==> src/rtl/hov_seq_pkg.sv <==
// Shared types and constants for the Hovalaag host-side sequencer.
package hov_seq_pkg;

  typedef enum logic [3:0] {
    S_IDLE,
    S_FETCH,
    S_FWAIT,
    S_I0,
    S_I1,
    S_I2,
    S_STAT,
    S_IN2,
    S_EXEC,
    S_PCRD,
    S_OUTL,
    S_OUTH,
    S_PUSH
  } hov_state_e;

  localparam logic [2:0] ADDR_OUTL = 3'd0;
  localparam logic [2:0] ADDR_OUTH = 3'd1;
  localparam logic [2:0] ADDR_STAT = 3'd2;
  localparam logic [2:0] ADDR_EXEC = 3'd3;
  localparam logic [2:0] ADDR_PC   = 3'd4;

  // Bit positions inside the 4-bit status word read at ADDR_STAT.
  localparam int unsigned ST_A1  = 0;
  localparam int unsigned ST_A2  = 1;
  localparam int unsigned ST_O1V = 2;
  localparam int unsigned ST_O2V = 3;

endpackage

==> src/rtl/hov_sequencer_if.sv <==
// Bus bundle between the sequencer (master) and program memory, streams and wrapper (slave).
interface hov_sequencer_if #(
    parameter int PC_W = 8
);

  // Streams use valid/ready: a word moves on a rising edge where both are 1;
  // the source holds data stable while valid=1 and ready=0.
  logic [PC_W-1:0] prog_addr;
  logic            prog_rd;
  logic [31:0]     prog_data;
  logic [11:0]     in1_data;
  logic            in1_valid;
  logic            in1_ready;
  logic [11:0]     in2_data;
  logic            in2_valid;
  logic            in2_ready;
  logic [11:0]     out1_data;
  logic            out1_valid;
  logic            out1_ready;
  logic [11:0]     out2_data;
  logic            out2_valid;
  logic            out2_ready;
  logic [2:0]      hov_addr;
  logic [5:0]      hov_lo;
  logic [5:0]      hov_hi;
  logic [7:0]      hov_out;

  modport master (
    output prog_addr, prog_rd, in1_ready, in2_ready,
    output out1_data, out1_valid, out2_data, out2_valid,
    output hov_addr, hov_lo, hov_hi,
    input  prog_data, in1_data, in1_valid, in2_data, in2_valid,
    input  out1_ready, out2_ready, hov_out
  );

  modport slave (
    input  prog_addr, prog_rd, in1_ready, in2_ready,
    input  out1_data, out1_valid, out2_data, out2_valid,
    input  hov_addr, hov_lo, hov_hi,
    output prog_data, in1_data, in1_valid, in2_data, in2_valid,
    output out1_ready, out2_ready, hov_out
  );

endinterface

==> src/rtl/hov_sequencer.sv <==
// Autonomous step sequencer for the Hovalaag CPU wrapper.
// Optional single-step input enabled by HOV_SEQ_SINGLE_STEP_EN.
module hov_sequencer
  import hov_seq_pkg::*;
#(
    parameter int PC_W   = 8,
    parameter int STEP_W = 16
) (
    input  logic              clk,
    input  logic              reset_n,
    input  logic              run,
`ifdef HOV_SEQ_SINGLE_STEP_EN
    input  logic              step_req,
`endif
    output logic              busy,
    output logic [PC_W-1:0]   pc,
    output logic [STEP_W-1:0] steps,
    output hov_state_e        state_dbg,
    hov_sequencer_if.master   bus
);

  hov_state_e        state_q, state_d;
  logic [31:0]       ir_q, ir_d;
  logic [3:0]        stat_q, stat_d;
  logic [11:0]       in2_val_q, in2_val_d;
  logic [11:0]       out_q, out_d;
  logic [PC_W-1:0]   pc_q, pc_d;
  logic [STEP_W-1:0] steps_q, steps_d;

  logic        start;
  logic        exec_go;
  logic [11:0] in2_pres;
  hov_state_e  bound_st;

`ifdef HOV_SEQ_SINGLE_STEP_EN
  assign start = run | step_req;
`else
  assign start = run;
`endif

  // A single-step returns to IDLE by itself because run=0 at the boundary.
  assign bound_st = run ? S_FETCH : S_IDLE;
  assign exec_go  = !(stat_q[ST_A1] && !bus.in1_valid);
  assign in2_pres = bus.in2_valid ? bus.in2_data : 12'h000;

  assign busy          = (state_q != S_IDLE);
  assign pc            = pc_q;
  assign steps         = steps_q;
  assign state_dbg     = state_q;
  assign bus.prog_addr = pc_q;
  assign bus.out1_data = out_q;
  assign bus.out2_data = out_q;

  always_ff @(posedge clk or negedge reset_n) begin
    if (!reset_n) begin
      state_q   <= S_IDLE;
      ir_q      <= '0;
      stat_q    <= '0;
      in2_val_q <= '0;
      out_q     <= '0;
      pc_q      <= '0;
      steps_q   <= '0;
    end else begin
      state_q   <= state_d;
      ir_q      <= ir_d;
      stat_q    <= stat_d;
      in2_val_q <= in2_val_d;
      out_q     <= out_d;
      pc_q      <= pc_d;
      steps_q   <= steps_d;
    end
  end

  always_comb begin
    state_d        = state_q;
    ir_d           = ir_q;
    stat_d         = stat_q;
    in2_val_d      = in2_val_q;
    out_d          = out_q;
    pc_d           = pc_q;
    steps_d        = steps_q;
    bus.prog_rd    = 1'b0;
    bus.in1_ready  = 1'b0;
    bus.in2_ready  = 1'b0;
    bus.out1_valid = 1'b0;
    bus.out2_valid = 1'b0;
    // Idle default re-presents the top instruction slice, so it never disturbs the wrapper.
    bus.hov_addr   = ADDR_STAT;
    bus.hov_lo     = ir_q[29:24];
    bus.hov_hi     = {4'b0000, ir_q[31:30]};

    case (state_q)
      S_IDLE: begin
        if (start) state_d = S_FETCH;
      end
      S_FETCH: begin
        bus.prog_rd = 1'b1;
        state_d     = S_FWAIT;
      end
      S_FWAIT: begin
        ir_d    = bus.prog_data;
        state_d = S_I0;
      end
      S_I0: begin
        bus.hov_addr = ADDR_OUTL;
        bus.hov_lo   = ir_q[5:0];
        bus.hov_hi   = ir_q[11:6];
        state_d      = S_I1;
      end
      S_I1: begin
        bus.hov_addr = ADDR_OUTH;
        bus.hov_lo   = ir_q[17:12];
        bus.hov_hi   = ir_q[23:18];
        state_d      = S_I2;
      end
      S_I2: begin
        state_d = S_STAT;
      end
      S_STAT: begin
        stat_d  = bus.hov_out[3:0];
        state_d = S_IN2;
      end
      S_IN2: begin
        bus.hov_addr = ADDR_PC;
        bus.hov_lo   = in2_pres[5:0];
        bus.hov_hi   = in2_pres[11:6];
        in2_val_d    = in2_pres;
        if (!(stat_q[ST_A2] && !bus.in2_valid)) state_d = S_EXEC;
      end
      S_EXEC: begin
        if (exec_go) begin
          bus.hov_addr  = ADDR_EXEC;
          bus.hov_lo    = bus.in1_data[5:0];
          bus.hov_hi    = bus.in1_data[11:6];
          bus.in1_ready = stat_q[ST_A1];
          bus.in2_ready = stat_q[ST_A2];
          steps_d       = steps_q + 1'b1;
          state_d       = S_PCRD;
        end else begin
          bus.hov_addr = ADDR_PC;
          bus.hov_lo   = in2_val_q[5:0];
          bus.hov_hi   = in2_val_q[11:6];
        end
      end
      S_PCRD: begin
        bus.hov_addr = ADDR_PC;
        bus.hov_lo   = in2_val_q[5:0];
        bus.hov_hi   = in2_val_q[11:6];
        pc_d         = PC_W'(bus.hov_out);
        state_d      = (stat_q[ST_O1V] || stat_q[ST_O2V]) ? S_OUTL : bound_st;
      end
      S_OUTL: begin
        bus.hov_addr = ADDR_OUTL;
        bus.hov_lo   = ir_q[5:0];
        bus.hov_hi   = ir_q[11:6];
        out_d[7:0]   = bus.hov_out;
        state_d      = S_OUTH;
      end
      S_OUTH: begin
        bus.hov_addr = ADDR_OUTH;
        bus.hov_lo   = ir_q[17:12];
        bus.hov_hi   = ir_q[23:18];
        out_d[11:8]  = bus.hov_out[3:0];
        state_d      = S_PUSH;
      end
      S_PUSH: begin
        // OUT1 wins when the CPU flags both outputs.
        if (stat_q[ST_O1V]) begin
          bus.out1_valid = 1'b1;
          if (bus.out1_ready) state_d = bound_st;
        end else begin
          bus.out2_valid = 1'b1;
          if (bus.out2_ready) state_d = bound_st;
        end
      end
      default: state_d = S_IDLE;
    endcase
  end

endmodule
==> src/flat_wrapper.sv <==
// flat-port wrapper written by rule: the top's interface ports become plain ports
module hov_sequencer_flat import hov_seq_pkg::*;
#(
    parameter int PC_W   = 8,
    parameter int STEP_W = 16
)
  (clk, reset_n, run, busy, pc, steps, state_dbg, bus_prog_addr, bus_prog_rd, bus_in1_ready, bus_in2_ready, bus_out1_data, bus_out1_valid, bus_out2_data, bus_out2_valid, bus_hov_addr, bus_hov_lo, bus_hov_hi, bus_prog_data, bus_in1_data, bus_in1_valid, bus_in2_data, bus_in2_valid, bus_out1_ready, bus_out2_ready, bus_hov_out);
  hov_sequencer_if #(.PC_W(PC_W)) bus_i ();
  input  logic clk;
  input  logic reset_n;
  input  logic run;
  output logic busy;
  output logic [PC_W-1:0] pc;
  output logic [STEP_W-1:0] steps;
  output hov_state_e state_dbg;
  output wire logic [$bits(bus_i.prog_addr)-1:0] bus_prog_addr;
  output wire logic [$bits(bus_i.prog_rd)-1:0] bus_prog_rd;
  output wire logic [$bits(bus_i.in1_ready)-1:0] bus_in1_ready;
  output wire logic [$bits(bus_i.in2_ready)-1:0] bus_in2_ready;
  output wire logic [$bits(bus_i.out1_data)-1:0] bus_out1_data;
  output wire logic [$bits(bus_i.out1_valid)-1:0] bus_out1_valid;
  output wire logic [$bits(bus_i.out2_data)-1:0] bus_out2_data;
  output wire logic [$bits(bus_i.out2_valid)-1:0] bus_out2_valid;
  output wire logic [$bits(bus_i.hov_addr)-1:0] bus_hov_addr;
  output wire logic [$bits(bus_i.hov_lo)-1:0] bus_hov_lo;
  output wire logic [$bits(bus_i.hov_hi)-1:0] bus_hov_hi;
  input wire logic [$bits(bus_i.prog_data)-1:0] bus_prog_data;
  input wire logic [$bits(bus_i.in1_data)-1:0] bus_in1_data;
  input wire logic [$bits(bus_i.in1_valid)-1:0] bus_in1_valid;
  input wire logic [$bits(bus_i.in2_data)-1:0] bus_in2_data;
  input wire logic [$bits(bus_i.in2_valid)-1:0] bus_in2_valid;
  input wire logic [$bits(bus_i.out1_ready)-1:0] bus_out1_ready;
  input wire logic [$bits(bus_i.out2_ready)-1:0] bus_out2_ready;
  input wire logic [$bits(bus_i.hov_out)-1:0] bus_hov_out;
  assign bus_prog_addr = bus_i.prog_addr;
  assign bus_prog_rd = bus_i.prog_rd;
  assign bus_in1_ready = bus_i.in1_ready;
  assign bus_in2_ready = bus_i.in2_ready;
  assign bus_out1_data = bus_i.out1_data;
  assign bus_out1_valid = bus_i.out1_valid;
  assign bus_out2_data = bus_i.out2_data;
  assign bus_out2_valid = bus_i.out2_valid;
  assign bus_hov_addr = bus_i.hov_addr;
  assign bus_hov_lo = bus_i.hov_lo;
  assign bus_hov_hi = bus_i.hov_hi;
  assign bus_i.prog_data = bus_prog_data;
  assign bus_i.in1_data = bus_in1_data;
  assign bus_i.in1_valid = bus_in1_valid;
  assign bus_i.in2_data = bus_in2_data;
  assign bus_i.in2_valid = bus_in2_valid;
  assign bus_i.out1_ready = bus_out1_ready;
  assign bus_i.out2_ready = bus_out2_ready;
  assign bus_i.hov_out = bus_hov_out;
  hov_sequencer #(.PC_W(PC_W), .STEP_W(STEP_W)) u_core (.clk(clk), .reset_n(reset_n), .run(run), .busy(busy), .pc(pc), .steps(steps), .state_dbg(state_dbg), .bus(bus_i));
endmodule
==> config.mk <==
export PLATFORM = sky130hd
export DESIGN_NAME = hov_sequencer_flat
export DESIGN_NICKNAME = d
export VERILOG_FILES = /design/src/rtl/hov_seq_pkg.sv /design/src/rtl/hov_sequencer_if.sv /design/src/rtl/hov_sequencer.sv /design/src/flat_wrapper.sv
export SDC_FILE = /design/constraint.sdc
export NUM_CORES = 1
export LEC_CHECK = 0
export ABC_AREA = 1
export CORE_MARGIN = 2
export CORE_UTILIZATION = 40
export CTS_CLUSTER_DIAMETER = 40
export DETAILED_ROUTE_END_ITERATION = 16
export PLACE_DENSITY = 0.69
export SYNTH_ARGS = -nofsm -noshare
export SYNTH_HDL_FRONTEND = slang
export SYNTH_SLANG_ARGS = --single-unit
==> constraint.sdc <==
create_clock -name clk -period 1.8 [get_ports clk]
set_input_delay 0.36 -clock clk [delete_from_list [all_inputs] [get_ports clk]]
set_output_delay 0.36 -clock clk [all_outputs]
set_load 0.01 [all_outputs]
==> results of run 1 <==
how the worst max path moves through the flow:
stage                          to
floorplan           bus_hov_lo[2]
global placement    bus_hov_hi[1]
detailed placement  bus_hov_lo[3]
CTS                 bus_hov_hi[3]
global route        bus_hov_hi[3]
finish              bus_hov_hi[3]
area by class of cell:
class | count | area, sq um
tap | 143 | 179
inverter | 43 | 170
sequential | 88 | 2210
timing repair buffer | 232 | 2270
clock inverter | 3 | 17.5
multi-input combinational | 413 | 2300
clock buffer | 12 | 256
fill | 970 | 3970
kinds of logic (layout without fill, tap and decap cells):
logic type | after synthesis | after routing
compound gates | 39 | 39
xor+xnor | 5 | 5
fa+ha+maj | 1 | 1
buf+inv | 76 | 290
flops | 88 | 88
mux | 32 | 32
simple gates | 334 | 336
where the power goes:
part	switching (uW)	internal [uW]
logic	2900	3480
registers	678	2850
clock network	722	998
total	4300	7320
state kept, by name (all words and copies together), names as in the netlist:
name / flops
u_core.ir_q: 32
u_core.steps: 16
u_core.bus.out1_data: 12
u_core.in2_val_q: 12
u_core.bus.prog_addr: 8
u_core.stat_q: 4
u_core.state_dbg: 4
routing by layer:
metal	up-vias	part of all wire, %
li1	2226	-
met1	2084	41
met2	143	51
met3	15	6.3
met4	0	1.5
met5	-	0
cells in the final DEF, fill, tap and decap left out, types with 2 or more instances in the layout:
master           instances
nand2_1                220
inv_2                    4
xor2_1                   4
nand3b_1                 3
nor2_4                  11
nand4_1                  7
clkbuf_8                 2
nor2_1                  29
nand3_2                 11
buf_4                   52
nand2_4                  7
mux2_2                  23
buf_6                   28
o21ai_0                 32
dlygate4sd2_1            4
a21oi_1                  3
nand3_4                  2
dfrtp_2                  4
buf_12                   8
clkinvlp_4               2
nor2_2                   9
mux2_1                   9
clkdlybuf4s50_1        125
nand2_2                 19
clkbuf_16                9
nand3_1                 13
dfrtp_1                 84
inv_1                   36
clkinv_2                 2
clkdlybuf4s15_2          3
buf_2                    9
inv_4                    2
critical path, delay by kind of cell, from the launching register on:
kind / cells / cell delay [ns]
AO/OA/AOI/OAI: 1 / 0.13
buffers and inverters: 4 / 0.47
flip-flops: 1 / 0.48
AND/OR/NAND/NOR: 4 / 0.42
metrics by stage:
stage	std cells	utilization (%)	instance area, sq um	setup TNS (ns)
3_3_place_gp	893	57.9	6590	-11.48
2_1_floorplan	575	-	4650	0
6_report	934	65.1	7400	-6.06
5_1_grt	934	65.1	7400	-8.07
3_5_place_dp	893	57.9	6590	-12.29
4_1_cts	927	63.4	7200	-5.29
repair_timing:
item / CTS / global route
setup endpoints to repair: 28 / 29
endpoints found under the hold margin: 6 / 0
buffers inserted: 16 / 8
gates cloned: 2 / 0
pin swaps: 29 / 21
hold buffers: 1 / 0
resized for setup: 157 / 34
==> results.toml, run 1 <==
[yosys]
avgSynthCellArea_sq_um = 8.08
synth_cell_types = 30
synthMuxAreaShare_pct = 7.76
synthAdderAreaFrac_pct = 0.269
synth_top_family_by_area = "simple AND/OR/NAND/NOR gates"
syn_area_sq_mm = 0.00465
synthXorXnorAreaFrac_pct = 0.943
yosysTopAreaCell = "dfrtp_1"
async_reset_ff_share_pct = 100
yosysMostFrequentCell = "nand2_1"
synth_compound_area_share_pct = 4.36
synth_cells = 575
synth-seq-cells = 88
yosysWarnings = 0
synthFlopType = "dfrtp_1"
ys_top_cells_by_area = "dfrtp_1 (47%), nand2_1 (19%), mux2_2 (5.6%)"
synthSimpleGateAreaFrac_pct = 30.4
synthTopCellsByCount = "nand2_1 (240), dfrtp_1 (88), inv_1 (39)"
synth_top_cell_area_share_pct = 47.4
synthesis.nets = 647
yosysSeqAreaShare_pct = 47.4
synth_edf_count = 0

[critical_path]
rr_endpoint = "u_core.steps[3]"
rrSetupSlack_ns = 0.05
reg2reg_from = "u_core.state_dbg[2]"
path_cells = "nand2_4 > inv_4 > nand2_2 > nand2_4 > buf_12 > buf_6 > a21oi_2 > nand4_1 > buf_2"
crit_fanout = 6
startpoint = "u_core.state_dbg[0]"
reg2regPathDepth = 9
critPathMaxStageDelay_ns = 0.48
start_kind = "flip-flop"
crit_top_cell = "nand2_4"
end_kind = "output port"
critical_path_required_ns = 1.44
timing_worst_setup_path_type = "flip-flop to output port"
crit_slowest_cell = "dfrtp_2"
cp.arrival_ns = 1.84

[drt]
dr.pass1.iters = 5
ant_nets = 0
drt_iter0_drc = 213
wl_per_cell_microns = 14.3
wirelength_microns = 13300
drc = 0
vias_per_cell = 4.78
vias = 4468

[run_status]
status = "complete, but fails checks"
violations = "negative setup slack"

[timing]
maxSlewViolCount = 0
max_slew_margin_pct = 73.4
finalHoldViolCount = 0
min_period_over_period_pct = 122
fin_crit_ns = 2.20
finalHoldWorstSlack_ns = 0.383
skew_ns = 0.00650
worstMarginPinSlew_ns = 0.398
fmax_mhz = 456
finalSetupViolations = 21
worst_slack_ns = -0.395
rsz0062_at_grt = "true"

[power]
p_leak_uw = 0.00360
ir_drop_mv = 0.895
total_power_uw = 11600
power.density_mw_per_mm2 = 1570

[run]
maxCapViolations = 0

[floorplan]
initial_core_util_pct = 40.9
num_rows = 39
fp.dieW_microns = 112
dieArea_sq_mm = 0.0125
core_area_sq_mm = 0.0114
fp.dieH_microns = 112
pin_count = 152

[place]
dpl_worst_slack_ns = -0.695
dp_hpwl_microns = 9530
port_buffers = 151
gp_congestion = 0.861

[final_layout]
diodes = 0
drive_above_1_share_pct = 27.1
area_growth_pct = 59.3
nets = 859

[global_routing]
grt_overflow = 0
gr-max-usage-layer = "met2"
grt_pass1_vias = 4612
grt_util_met1_pct = 26.6
use_met3_pct = 5.28
antenna_found_initial = 0
grt_pass1_wl_microns = 22200
grt_max_degree = 51
grtUsageTotal_pct = 22.1
grt_util_met2_pct = 39.3

[min_path]
min_path_type = "primary input to asynchronous set/reset pin"

[cts]
clock-sinks = 88
cts_root_buf = "clkbuf_16"
htree_levels = 3
cts.path.max_buffers = 2
insertion_delay_ns = 0.33
numCtsBuffers = 9
cts_tree = "done"
cts.clk_slew.worst_paths_ns = 0.06
Power figures use the tool's default switching activity.
==> run 2: changes to the inputs <==
- MAX_ROUTING_LAYER: not set -> met4
==> run 2 against run 1 <==
Via count is 0.69% higher. Clock skew hardly changed. Combinational power is 3.1% lower. Register-to-register slack worse by 0.03 ns. Sequential cell count stayed put. The flow still finishes with violations (negative setup slack). First-iteration DRC count is 23% higher.
==> results.toml, run 2 (synthesis gave the netlist of run 1 again) <==
[run_status]
status = "complete, but fails checks"
violations = "negative setup slack"

[final_layout]
diodes = 0
area_growth_pct = 58.6
nets = 858
final_cell_mix = "nand2_1 (219), clkdlybuf4s50_1 (124), dfrtp_1 (84), buf_4 (50), inv_1 (36)"
layout_commonest_cell = "nand2_1"
fin_area_sq_mm = 0.00737
drive_above_1_share_pct = 25.8
largest_reg_flops = 32
top_register = "u_core.ir_q"

[timing]
skew_ns = 0.00614
max_slew_margin_pct = 80.6
finalSetupViolations = 20
min_period_over_period_pct = 122
worst_slack_ns = -0.395
worstMarginPinSlew_ns = 0.290
rsz0062_at_grt = "true"
fmax_mhz = 456
finalHoldViolCount = 0
maxSlewViolCount = 0
fin_crit_ns = 2.20

[drt]
wirelength_microns = 13600
ant_nets = 0
wl_per_cell_microns = 14.5
vias = 4499
drt_iter0_drc = 263
dr.pass1.iters = 4
vias_per_cell = 4.82
drc = 0

[cts]
cts_tree = "done"
clock-sinks = 88
cts.path.max_buffers = 2
cts.clk_slew.worst_paths_ns = 0.06
cts_root_buf = "clkbuf_16"
numCtsBuffers = 9
htree_levels = 3
insertion_delay_ns = 0.34

[power]
power.density_mw_per_mm2 = 1570
p_leak_uw = 0.00360
ir_drop_mv = 0.989

[floorplan]
initial_core_util_pct = 40.9
pin_count = 152
core_area_sq_mm = 0.0114
num_rows = 39
fp.dieH_microns = 112
fp.dieW_microns = 112
dieArea_sq_mm = 0.0125

[critical_path]
critical_path_required_ns = 1.44
end_kind = "output port"
reg2reg_from = "u_core.state_dbg[2]"
timing_worst_setup_path_type = "flip-flop to output port"
cp.arrival_ns = 1.84
start_kind = "flip-flop"
startpoint = "u_core.state_dbg[2]"
crit_fanout = 5

[global_routing]
grt_pass1_wl_microns = 21600
grtUsageTotal_pct = 22.2
antenna_found_initial = 0
grt_pass1_vias = 4478
grt_max_degree = 51
grt_overflow = 0

[place]
dp_hpwl_microns = 9560
port_buffers = 151
place_area_sq_mm = 0.00657
gp_congestion = 0.868
dpl_worst_slack_ns = -0.714

[run]
maxCapViolations = 0

[min_path]
min_path_type = "primary input to asynchronous set/reset pin"
## run 2: report_power, final
part	leakage [uW]	internal, uW	switching (uW)
clock	0.000150	1150	746
sequential	0.00107	2850	666
combinational	0.00238	3290	2890
total	0.00360	7280	4300
## run 2: per-stage QoR
stage / hold slack [ns] / cells / TNS [ns] / total power [uW] / util [%]
after global placement: 0.196 / 892 / -11.48 / 8840 / 57.7
after global routing: 0.389 / 934 / -7.84 / 12400 / 64.8
after floorplan: 0.0644 / 575 / 0 / 6280 / -
after CTS: 0.385 / 925 / -5.44 / 11300 / 62.8
after detailed placement: 0.197 / 892 / -12.39 / 8980 / 57.7
final: 0.392 / 934 / -5.66 / 11600 / 64.8
## run 2: path summary, 6_finish.rpt
path	slack [ns]	cells past startpoint	end
min	0.39	2	u_core.ir_q[9]
min reg2reg	0.49	2	u_core.in2_val_q[9]
max in group asynchronous	0.91	3	u_core.state_dbg[3]
max	-0.40	10	bus_hov_lo[0]
max reg2reg	0.02	11	u_core.steps[6]
min in group clk	0.49	2	u_core.in2_val_q[9]
## run 2: per-layer routing
metal / vias up / track usage, % / share of wire [%] / routed length (microns)
met5: - / - / 0 / 0
met4: 0 / 6.42 / 1.1 / 148
met3: 15 / 5.50 / 5.5 / 750
met2: 124 / 37.6 / 52 / 7000
met1: 2135 / 26.2 / 42 / 5670
li1: 2225 / - / - / -
## run 2: what timing repair did
action,in CTS,in global routing
endpoints found under the setup margin,31,27
endpoints found under the hold margin,6,0
hold buffers,1,0
setup buffers,14,11
resized for setup,147,38
pin swaps,28,14
gates cloned,2,0
## run 2: cell type report
class / count / area (sq um)
fillers: 932 / 4000
multi-input cells: 413 / 2290
repair buffers: 231 / 2220
flip-flops and latches: 88 / 2210
clock buffers: 13 / 260
well taps: 143 / 179
inverters: 43 / 170
clock inverters: 3 / 40.0
## run 2: worst max-delay path, stage by stage, from the launching register on
cell and delay (ns):
dfrtp_2 0.44, inv_2 0.08, buf_6 0.13, nand2_8 0.08
nor2_8 0.05, buf_6 0.12, nor2_4 0.18, buf_6 0.13
nand3_1 0.07, nand3_1 0.09, buf_2 0.13
==> run 3: changes to the inputs <==
- ABC_AREA: 1 -> not set
- CTS_CLUSTER_DIAMETER: 40 -> not set
- PLACE_DENSITY: 0.69 -> 0.7
==> run 3 against run 2 <==
The flow still finishes with violations (negative setup slack). Synthesized cell count is 39% lower. Combinational power is 24% higher. Largest cell class is now non-clock buffers. Critical path depth is 4 lower. Final cell count is 22% lower. Global-route usage is 2.5 points higher. Clock power is 32% lower.
==> results.toml, run 3 <==
[drt]
vias = 3968
drc = 0
ant_nets = 0
wl_per_cell_microns = 19.8
wirelength_microns = 14400
dr.pass1.iters = 5
drt_iter0_drc = 303
vias_per_cell = 5.46

[global_routing]
grt_overflow = 0
grtUsageTotal_pct = 24.7
grt_pass1_vias = 4091
grt_max_degree = 36
grt_pass1_wl_microns = 21500
antenna_found_initial = 0

[critical_path]
reg2reg_from = "u_core.state_dbg[0]"
timing_worst_setup_path_type = "flip-flop to output port"
cp.arrival_ns = 2.36
end_kind = "output port"
reg2regPathDepth = 9
rrSetupSlack_ns = -0.38
crit_fanout = 8
rr_endpoint = "u_core.state_dbg[3]"
critical_path_required_ns = 1.44
start_kind = "flip-flop"

[yosys]
synth_cells = 352
synth_cell_types = 48
async_reset_ff_share_pct = 100
yosysTopAreaCell = "dfrtp_1"
ys_top_cells_by_area = "dfrtp_1 (51%), mux2_2 (16%), buf_4 (4.5%)"
yosysMostFrequentCell = "dfrtp_1"
synthesis.nets = 424
yosysWarnings = 0
synth_edf_count = 0
synthFlopType = "dfrtp_1"
synth-seq-cells = 88
yosysSeqAreaShare_pct = 50.6
avgSynthCellArea_sq_um = 12.4
syn_area_sq_mm = 0.00436
synthTopCellsByCount = "dfrtp_1 (88), mux2_2 (62), buf_4 (26)"
synth_top_cell_area_share_pct = 50.6

[timing]
fin_crit_ns = 2.72
rsz0062_at_grt = "true"
finalSetupViolations = 76
worst_slack_ns = -0.917
min_period_over_period_pct = 151
skew_ns = 0.00882
maxSlewViolCount = 0
worstMarginPinSlew_ns = 0.507
finalHoldWorstSlack_ns = 0.491
max_slew_margin_pct = 66.1
fmax_mhz = 368
finalHoldViolCount = 0

[cts]
insertion_delay_ns = 0.35
cts.clk_slew.worst_paths_ns = 0.10
numCtsBuffers = 9
htree_levels = 3
cts_root_buf = "clkbuf_8"
cts.path.max_buffers = 2
cts_tree = "done"
clock-sinks = 88

[floorplan]
core_area_sq_mm = 0.0107
pin_count = 152
num_rows = 38
fp.dieH_microns = 108
fp.dieW_microns = 108
initial_core_util_pct = 40.5
dieArea_sq_mm = 0.0117

[final_layout]
top_register = "u_core.ir_q"
largest_reg_flops = 32
fin_area_sq_mm = 0.00753
fin_util_pct = 70.1
fill_cells = 773
diodes = 0
nets = 654
layout_commonest_cell = "clkdlybuf4s50_1"
drive_above_1_share_pct = 45.0
area_growth_pct = 73.0
final_cell_mix = "clkdlybuf4s50_1 (125), dfrtp_1 (83), buf_4 (66), mux2_4 (45), buf_6 (28)"

[min_path]
min_path_type = "primary input to asynchronous set/reset pin"

[run_status]
violations = "negative setup slack"
status = "complete, but fails checks"

[place]
dpl_worst_slack_ns = -0.956
port_buffers = 151
dp_hpwl_microns = 9160
place_area_sq_mm = 0.00650
gp_congestion = 0.855

[run]
maxCapViolations = 0

[power]
power.density_mw_per_mm2 = 1640
ir_drop_mv = 0.967
p_leak_uw = 0.00337
[run 3: cell types whose count changed after synthesis, moves of 8 or more]
cell and change:
nand2_1 -230, mux2_2 +39, inv_1 -33, mux2_1 -8
o21ai_0 -30, a22o_1 +17, a222oi_1 +12, nor2_1 -32
nand3_1 -21, a31oi_1 +9, nor3_1 +15, a22oi_1 +13
[run 3: worst max-delay path by stage]
stage,start,to,slack (ns),cells past startpoint
2_1_floorplan,u_core.state_dbg[0],bus_hov_lo[2],-0.20,6
3_3_place_gp,bus_in1_valid,bus_hov_lo[0],-0.90,7
3_5_place_dp,bus_in1_valid,bus_hov_lo[0],-0.96,7
4_1_cts,u_core.state_dbg[0],bus_hov_lo[0],-0.81,8
5_1_grt,u_core.state_dbg[0],bus_hov_lo[2],-0.90,6
6_report,u_core.state_dbg[0],bus_hov_lo[2],-0.92,6
[run 3: what timing repair did]
item,4_1_cts,5_1_grt
pin swaps,21,25
gates cloned,5,0
hold endpoints to repair,31,0
buffers inserted,21,12
resized for setup,187,52
endpoints found under the setup margin,69,98
hold buffers,1,0
[run 3: worst max-delay path, cell delays in order (launching register included)]
cell and delay, ns:
dfrtp_2 0.42, buf_8 0.14, mux2_4 0.30, a22o_1 0.23
a222oi_1 0.47, a31oi_1 0.24, buf_2 0.19
[run 3: final cells by class]
type / instances / area (sq um) / area share (%)
well taps: 140 / 175 / 2.32
clock buffers: 10 / 128 / 1.69
flip-flops and latches: 88 / 2210 / 29.3
inverters: 6 / 30.0 / 0.399
clock inverters: 6 / 57.6 / 0.764
multi-input cells: 220 / 2380 / 31.7
repair buffers: 257 / 2550 / 33.9
[run 3: power by group]
group	switching (uW)	internal (uW)
Sequential	664	2800
Clock	757	521
Combinational	3100	4540
Total	4520	7860
[run 3: logic make-up after synthesis]
family / Yosys count / synth area share, %
flip-flops: 88 / 50.6
AO/OA/AOI/OAI: 64 / 12.0
XOR/XNOR: 16 / 3.22
buffers and inverters: 44 / 6.41
AND/OR/NAND/NOR: 76 / 11.2
multiplexers: 63 / 16.3
adder cells (fa/ha/maj): 1 / 0.287
[run 3: per-layer routing]
| layer | wire length (microns) | share of wire (%) | global-route usage (%) | vias to the layer above |
|---|---|---|---|---|
| li1 | - | - | - | 1772 |
| met1 | 5620 | 39 | 28.6 | 1989 |
| met2 | 7370 | 51 | 42.6 | 174 |
| met3 | 1010 | 7.0 | 5.06 | 33 |
| met4 | 404 | 2.8 | 8.52 | 0 |
| met5 | 0 | 0 | - | - |
[run 3: metrics by stage]
| stage | total power (uW) | cells | TNS, ns |
|---|---|---|---|
| floorplan | 6670 | 352 | -1.39 |
| CTS | 11900 | 720 | -22.42 |
| finish | 12400 | 727 | -19.36 |
| global route | 13000 | 727 | -23.08 |
| detailed placement | 9520 | 677 | -16.53 |
| global placement | 9380 | 677 | -15.14 |
